--- src/rtl/qu_common_pkg.sv ---
// Shared Qu core definitions used by the reorder buffer and its neighbours:
// ROB sizing, pointer/count types, the ROB entry layout and the ROB FSM states.
package qu_common;

  // Number of ROB entries; must be a power of two and at least 4.
  localparam int ROB_DEPTH          = 16;
  localparam int ROB_ADDR_WIDTH     = $clog2(ROB_DEPTH);
  localparam int PHY_RF_ADDR_WIDTH  = 6;
  localparam int ARCH_RF_ADDR_WIDTH = 5;

  typedef logic [ROB_ADDR_WIDTH-1:0]     rob_addr_t;
  typedef logic [ROB_ADDR_WIDTH:0]       rob_count_t;
  typedef logic [PHY_RF_ADDR_WIDTH-1:0]  phy_addr_t;
  typedef logic [ARCH_RF_ADDR_WIDTH-1:0] arch_addr_t;

  // One in-flight uop as tracked between dispatch and retirement.
  typedef struct packed {
    logic       valid;
    logic       done;
    logic       exc;
    logic       has_rd;
    arch_addr_t arch_rd;
    phy_addr_t  phy_rd;
    phy_addr_t  old_phy_rd;
  } rob_entry_t;

  typedef enum logic {
    ROB_RUN   = 1'b0,
    ROB_FLUSH = 1'b1
  } rob_state_t;

endpackage

--- src/rtl/rob.sv ---
// Reorder buffer for the Qu core. Entries are allocated at the tail by
// rename/dispatch, marked done (optionally with an exception) by the execution
// units, and retired in program order from the head, one per cycle. An
// exception at the head suppresses its commit and triggers a one-cycle flush
// that empties the buffer.
// Optional feature: define QU_ROB_PERF_CNT_EN to add the 32-bit commit_cnt
// output counting retired uops.
module rob
  import qu_common::*;
(
  input  logic       clk,
  input  logic       rst,
  // allocation from rename/dispatch
  input  logic       alloc_en,
  input  logic       alloc_has_rd,
  input  arch_addr_t alloc_arch_rd,
  input  phy_addr_t  alloc_phy_rd,
  input  phy_addr_t  alloc_old_phy_rd,
  output rob_addr_t  tail_ptr,
  output logic       full,
  output logic       empty,
  output rob_count_t count,
  // completion from execution units
  input  logic       cmpl_en,
  input  rob_addr_t  cmpl_addr,
  input  logic       cmpl_exc,
  // retirement
  output logic       commit_en,
  output logic       commit_has_rd,
  output arch_addr_t commit_arch_rd,
  output phy_addr_t  commit_phy_rd,
  output phy_addr_t  commit_old_phy_rd,
  output logic       flush
`ifdef QU_ROB_PERF_CNT_EN
  ,
  output logic [31:0] commit_cnt
`endif
);

  rob_entry_t entries [ROB_DEPTH];
  rob_state_t state;
  rob_state_t state_next;
  rob_addr_t  head;
  rob_addr_t  tail;
  rob_count_t count_q;
  rob_entry_t head_entry;

  logic in_run;
  logic do_alloc;
  logic do_cmpl;
  logic do_commit;
  logic do_exc;

  // Occupancy flags come straight from the registered count so they are
  // stable for the whole cycle and never depend on this cycle's requests.
  assign count    = count_q;
  assign full     = (count_q == rob_count_t'(ROB_DEPTH));
  assign empty    = (count_q == '0);
  assign tail_ptr = tail;

  assign in_run     = (state == ROB_RUN);
  assign head_entry = entries[head];

  assign do_alloc  = alloc_en && !full && in_run;
  // A completion aimed at the slot being allocated this cycle is illegal
  // upstream; the allocation owns the slot, so the completion is dropped.
  assign do_cmpl   = cmpl_en && in_run && entries[cmpl_addr].valid &&
                     !(do_alloc && (cmpl_addr == tail));
  assign do_commit = in_run && head_entry.valid && head_entry.done && !head_entry.exc;
  assign do_exc    = in_run && head_entry.valid && head_entry.done &&  head_entry.exc;

  // FSM state register.
  always_ff @(posedge clk or negedge rst) begin
    if (!rst) begin
      state <= ROB_RUN;
    end else begin
      // NOTE: every clocked assignment uses <= so all flops sample pre-edge values together.
      state <= state_next;
    end
  end

  // FSM next state and the flush pulse, which is high exactly while in FLUSH.
  always_comb begin
    // NOTE: defaults first so every path assigns every output and no latch is inferred.
    state_next = state;
    flush      = 1'b0;
    unique case (state)
      ROB_RUN: begin
        if (do_exc) state_next = ROB_FLUSH;
      end
      ROB_FLUSH: begin
        flush      = 1'b1;
        state_next = ROB_RUN;
      end
      default: state_next = ROB_RUN;
    endcase
  end

  // Entry array: alloc and completion write ports, commit clears valid,
  // flush clears every entry's status bits.
  always_ff @(posedge clk or negedge rst) begin
    if (!rst) begin
      // NOTE: the array is reset because valid/done/exc must read 0 straight out of reset;
      // a payload-only RAM without reset would be fine, but these status bits are control.
      for (int i = 0; i < ROB_DEPTH; i++) begin
        entries[i] <= '0;
      end
    end else if (state == ROB_FLUSH) begin
      for (int i = 0; i < ROB_DEPTH; i++) begin
        entries[i].valid <= 1'b0;
        entries[i].done  <= 1'b0;
        entries[i].exc   <= 1'b0;
      end
    end else begin
      if (do_cmpl) begin
        entries[cmpl_addr].done <= 1'b1;
        entries[cmpl_addr].exc  <= cmpl_exc;
      end
      if (do_alloc) begin
        entries[tail] <= '{valid:      1'b1,
                           done:       1'b0,
                           exc:        1'b0,
                           has_rd:     alloc_has_rd,
                           arch_rd:    alloc_arch_rd,
                           phy_rd:     alloc_phy_rd,
                           old_phy_rd: alloc_old_phy_rd};
      end
      // Head and tail only coincide when full (alloc refused) or empty
      // (no commit), so this never collides with the alloc write.
      if (do_commit) begin
        entries[head].valid <= 1'b0;
      end
    end
  end

  // Head/tail pointers and occupancy count; pointers wrap naturally.
  always_ff @(posedge clk or negedge rst) begin
    if (!rst) begin
      head    <= '0;
      tail    <= '0;
      count_q <= '0;
    end else if (state == ROB_FLUSH) begin
      head    <= '0;
      tail    <= '0;
      count_q <= '0;
    end else begin
      if (do_alloc)  tail <= tail + rob_addr_t'(1);
      if (do_commit) head <= head + rob_addr_t'(1);
      if (do_alloc && !do_commit) begin
        count_q <= count_q + rob_count_t'(1);
      end else if (do_commit && !do_alloc) begin
        count_q <= count_q - rob_count_t'(1);
      end
    end
  end

  // Registered retire interface: one-cycle commit_en with the head fields.
  always_ff @(posedge clk or negedge rst) begin
    if (!rst) begin
      commit_en         <= 1'b0;
      commit_has_rd     <= 1'b0;
      commit_arch_rd    <= '0;
      commit_phy_rd     <= '0;
      commit_old_phy_rd <= '0;
    end else begin
      commit_en <= do_commit;
      if (do_commit) begin
        commit_has_rd     <= head_entry.has_rd;
        commit_arch_rd    <= head_entry.arch_rd;
        commit_phy_rd     <= head_entry.phy_rd;
        commit_old_phy_rd <= head_entry.old_phy_rd;
      end
    end
  end

`ifdef QU_ROB_PERF_CNT_EN
  // Retired-uop counter; survives flushes and wraps at 2^32.
  always_ff @(posedge clk or negedge rst) begin
    if (!rst) begin
      commit_cnt <= '0;
    end else if (commit_en) begin
      commit_cnt <= commit_cnt + 32'd1;
    end
  end
`endif

endmodule

--- config.mk ---
export PLATFORM = sky130hd
export DESIGN_NAME = rob
export DESIGN_NICKNAME = d
export VERILOG_FILES = /design/src/rtl/qu_common_pkg.sv /design/src/rtl/rob.sv
export SDC_FILE = /design/constraint.sdc
export NUM_CORES = 1
export LEC_CHECK = 0
export CORE_MARGIN = 5
export CORE_UTILIZATION = 58
export CTS_CLUSTER_DIAMETER = 80
export DETAILED_ROUTE_END_ITERATION = 6
export DONT_BUFFER_PORTS = 1
export MAX_ROUTING_LAYER = met4
export PLACE_DENSITY = 0.73
export SETUP_SLACK_MARGIN = 0.5
export SLEW_MARGIN = 25
export SYNTH_ARGS = -nofsm -noshare
export SYNTH_HDL_FRONTEND = slang
export SYNTH_SLANG_ARGS = --single-unit
--- constraint.sdc ---
create_clock -name clk -period 3.32 [get_ports clk]
set_input_delay 0.664 -clock clk [delete_from_list [all_inputs] [get_ports clk]]
set_output_delay 0.664 -clock clk [all_outputs]
set_load 0.03 [all_outputs]
Word level (Yosys, flattened, before mapping)
Index checks and enable logic that the tools add are counted.
{ "op_classes": {"addsub": 4, "magnitude_cmp": 6, "n_eq_ne": 2, "mux": 49, "n_bitwise": 4, "n_reduce_logical": 24} }
{ "op_table": {"columns": ["operator", "n"], "rows": [
  ["336-bit 2-to-1 mux", 5],
  ["336-bit bitwise mux", 4],
  ["21-bit demux with 4-bit select", 4],
  ["21-bit binary-select mux with 4-bit select", 2],
  ["21-bit 2-to-1 mux", 6],
  ["3-bit 2-to-1 mux", 16],
  ["20-bit 2-to-1 mux", 1],
  ["19-bit 2-to-1 mux", 1],
  ["4-bit 2-to-1 mux", 4],
  ["5-bit greater-or-equal comparator, second input constant", 3],
  ["1-bit logical AND", 15],
  ["5-bit by 1-bit less-than comparator with 1-bit output, second input constant", 3],
  ["5-bit 2-to-1 mux", 3],
  ["4-bit inverter with 5-bit output", 3],
  ["4-bit by 1-bit adder with 4-bit output, second input constant", 2],
  ["5-bit by 1-bit adder with 5-bit output, second input constant", 1],
  ["5-bit equality test, second input constant", 1],
  ["1-bit zero test", 5],
  ["5-bit zero test", 1],
  ["5-bit by 1-bit subtractor with 5-bit output, second input constant", 1],
  ["4-bit equality test", 1],
  ["2-bit nonzero test", 2],
  ["3-bit nonzero test", 1],
  ["1-bit 2-to-1 mux", 2],
  ["2 further kinds", 2]
]} }
{ "totals": {"ff_bits": 369, "inputBits": 27, "out_inout_bits": 31} }

Logic depth before layout (Yosys ltp)
{ "depth": {"depth_word": 15, "ltp_mapped": 14, "mapped_depth_nobuf": 11} }

Worst setup path after synthesis
OpenSTA, ideal clock, no wires.
{ "synth_timing": {"path_kind": "register to register", "start": "reg head[0]", "end": "reg count_q[4] (netlist: count[4])", "t_arrival_ps": 3268, "required_time_ps": 3185, "setup_slack_ps": -84, "path_stages_with_launch": 15, "path_buffers": 3, "path_cell_list": "dfrtp_1 buf_2 buf_6 mux4_2 a22oi_1 nand2_1 nand3_4 clkbuf_1 nand2_1 fa_1 a21o_1 a21oi_1 and4b_1 o21ai_0 nor3b_1"} }
{ "synth_via": {"elab_chain_cells": 11, "word_cells_on_any_way": 14} }
{ "synth_rtl": {"columns": ["element", "line", "source"], "rows": [
  ["start: declaration", "rob.sv:43", "rob_addr_t head;"],
  ["start signal: assignment", "rob.sv:148", "if (do_commit) head <= head + rob_addr_t'(1);"],
  ["4-bit inverter with 5-bit output (not written as such) *", "rob.sv:62", "assign head_entry = entries[head];"],
  ["21-bit binary-select mux with 4-bit select *", "rob.sv:62", null],
  ["21-bit 2-to-1 mux (not written as such) * (2 in a row)", "rob.sv:62", null],
  ["1-bit logical AND (2 in a row)", "rob.sv:69", "assign do_commit = in_run && head_entry.valid && head_entry.done && !head_entry.exc;"],
  ["1-bit logical AND *", "rob.sv:69", null],
  ["1-bit zero test", "rob.sv:149", "if (do_alloc && !do_commit) begin"],
  ["1-bit logical AND", "rob.sv:149", null],
  ["5-bit 2-to-1 mux", "rob.sv:149", null],
  ["5-bit 2-to-1 mux", "rob.sv:142", "end else if (state == ROB_FLUSH) begin"],
  ["end signal: assignment", "rob.sv:150", "count_q <= count_q + rob_count_t'(1);"],
  ["end signal: assignment", "rob.sv:152", "count_q <= count_q - rob_count_t'(1);"],
  ["end: declaration", "rob.sv:45", "rob_count_t count_q;"]
]} }
Every way passes the cells marked *; elsewhere a longest branch is shown, timed or not. The select of a mux whose other input is x is not followed.
A chain may end at the register's enable or synchronous reset.

Worst setup path in the final report
Ends and elaborated chain as after synthesis.

==> impl_metrics.csv <==
group,metric,value,unit
outcome,status,"complete, but fails checks",
outcome,violations,"hold timing",
hold_path,hold_path_class,"input pin to async pin",
floorplan,die_height,183,um
synth,synth_edf_count,0,
power,p_per_area,1080,nW/um^2
floorplan,core,29600,sq um
floorplan,die_w,183,um
clock_network,cts_buffers,39,
setup_path,crit_type,"register to register",
setup_path,cp.required,3690,ps
timing,tightest_slew,1270,ps
routing,drt_iter0_drc,1237,
synth,synth_most_common_cell,"dfrtp_1",
grt,grt_pass1_wl,70200,um
floorplan,ioPinCount,58,
clock_network,clk_pin_slew_worst_paths,60,ps
synth,ys_ff_latch,369,
job,max_cap_violations,0,
synth,synth_area_leaders,"dfrtp_1 (53%), mux4_2 (13%), mux2_2 (13%), nand2_1 (7.4%), clkbuf_1 (1.3%)",
floorplan,initial_utilization,58.4,%
timing,post-route-period-util,87.6,%
timing,timing.hold.ws,-159,ps
synth,ys.flop_type,"dfrtp_1",
setup_path,cp_slowest_stage_delay,520,ps
grt,grt_pass1_vias,11900,
clock_network,cts_tree,"yes",
placement,placed_cell_area,17800,sq um
clock_network,cts_sinks,369,
timing,drv_slew,0,
routing,drtAntennaViolNets,0,
routing,vias,11300,
clock_network,clkLatencyLatePin,530,ps
synth,yosysTopAreaCell,"dfrtp_1",
placement,pre_cts_slack,215,ps
synth,netlist.area_leader.share,53.5,%
synth,async_flop_share,100,%
routing,vias_per_cell,6.38,
placement,gp_congestion,0.903,
setup_path,crit_path_max_fanout,5,
routing,route.detailed.drc,0,
final_layout,final_nets,1396,
routing,totalWireLength,44100,um
grt,grt_max_degree,370,
power,leakage,8.73,nW
synth,synth_warnings,0,
setup_path,worstSetupStartpointType,"register",
synth,ys_seq_area_share,53.5,%
power,ir_drop,0.590,mV
routing,routedWlPerCell,24.9,um
setup_path,crit_family,"compound AO/OA/AOI/OAI gates",
setup_path,crit_chain,"buf_12 > mux4_2 > nor2b_2 > a2111oi_4 > nand3_4 > nand2_4 > ha_1 > a21o_1 > a21oi_2 > and4b_1 > o21ai_0 > nor3b_1",
clock_network,clockBufferDepth,3,
synth,synth.distinct_cells,55,
setup_path,cp_data_arrival_time,3280,ps
timing,relSlewSlack,15.7,%
placement,dp_hpwl,26100,um
timing,skew,20.3,ps
setup_path,reg2reg_slack,410,ps
synth,syn_area_per_cell,12.8,sq um
setup_path,end_kind,"register",
synth,postSynthNetCount,1392,
final_layout,antennaDiodeCount,0,
timing,fin_setup_tns,0,ps
synth,syn_inst,1352,
timing,grt_setup_unrepaired,"yes",
setup_path,slowest_stage,"dfrtp_4",
clock_network,cts-root-buf,"clkbuf_16",
grt,grt_usage,27.9,%
timing,layout_min_cycle_time,2910,ps
floorplan,die_area,33300,sq um
timing,max_freq,344,MHz
setup_path,worst-path-buf-inv,1,
final_layout,post-route-cell-area,19400,sq um
final_layout,area_delta_synth_final,12.2,%
timing,setup_viol,0,
synth,netlist_area,17300,sq um
timing,worst_slack,411,ps
floorplan,num_rows,63,
grt,gr-total-overflow,0,
clock_network,h-tree-depth,2,
timing,hold_viol_final,99,
placement,io_buffer_count,0,
routing,drt_first_pass_iters,7,
final_layout,drive_gt1_share,34.0,%
synth,synth_common_cells,"dfrtp_1 (369), nand2_1 (342), mux2_2 (198), mux4_2 (103), clkbuf_1 (62)",
grt,antenna_found_initial,0,
==> metrics by stage <==
stage	power, mW	hold WS, ps	util (%)	std cells
global placement	15.5	392	60.4	1690
detailed placement	15.9	392	60.4	1690
finish	20.8	-159	65.5	1771
floorplan	13.8	368	-	1352
CTS	20.8	-162	65.4	1768
global route	22.0	-178	65.5	1771
==> cell type report <==
class	instances	area [sq um]
multi-input combinational	864	7620
fill	2113	10200
tap	390	488
inverter	12	45.0
clock inverter	13	243
sequential	369	9240
clock buffer	53	1120
timing repair buffer	70	619
==> path summary, 6_finish.rpt <==
| path | startpoint | end | depth (start not counted) |
|---|---|---|---|
| setup reg to reg | head[0] | count[4] | 12 |
| min in group clk | alloc_has_rd | register | 2 |
| max in group asynchronous | rst | head[2] | 0 |
| setup / recovery | head[0] | count[4] | 12 |
| hold reg to reg | register | register | 2 |
| hold / removal | rst | commit_en | 0 |
==> kinds of logic (layout without fill, tap and decap cells) <==
kind of cell	count (synthesis)	count (layout)	share of synthesized area, %
compound gates	57	57	2.92
xor+xnor	12	12	0.609
fa+ha+maj	13	13	0.985
buf+inv	119	148	2.98
flops	369	369	53.5
mux	324	324	28.0
simple gates	458	458	11.1
==> worst reg2reg max path, delay by kind of cell (launching register included) <==
family                     cells  cell delay (ps)
adders and majority gates      1              240
muxes                          1              340
buffers and inverters          1              160
DFF                            1              520
and+or+nand+nor                5              690
AOI/OAI and AO/OA              4              810
==> layout by cell type (no fill, tap or decap), types with 3 or more instances in the layout <==
master,n
dfrtp_1,365
nand2_1,340
mux2_2,198
mux4_2,103
buf_4,61
clkbuf_16,41
nor2_1,29
nor3_1,27
mux2i_1,18
and3_1,14
a311oi_1,13
ha_1,12
nand3_1,11
inv_1,10
xnor2_1,9
clkbuf_1,7
bufinv_16,7
o211a_1,6
o21a_1,6
buf_12,6
nor2b_1,5
nor2_2,5
a21oi_1,5
clkbuf_8,5
clkinv_2,5
nand4_1,4
o221a_2,4
a22oi_2,4
mux4_1,3
nor3_2,3
a32oi_1,3
xor2_1,3
o21ai_0,3
==> report_power, final <==
group	switching [mW]	leakage, nW	internal (mW)
clock	1.76	0.668	2.90
combinational	3.78	3.44	4.34
sequential	1.49	4.62	6.58
==> metal layers <==
metal  GRT usage [%]  vias up  wire length (um)  part of all wire (%)
li1                -     4797                 -                     -
met1            37.9     5955             17800                    40
met2            44.2      440             21600                    49
met3            4.70      111              3310                   7.5
met4            8.14        0              1390                   3.2
met5               -        -                 0                     0
==> repair_timing <==
item | 4_1_cts | 5_1_grt
buffers inserted | 12 | 3
endpoints found under the hold margin | 369 | 369
endpoints found under the setup margin | 13 | 15
resized for setup | 5 | 3
pin swaps | 6 | 0
Note: power is estimated with default switching activity, not from simulation.
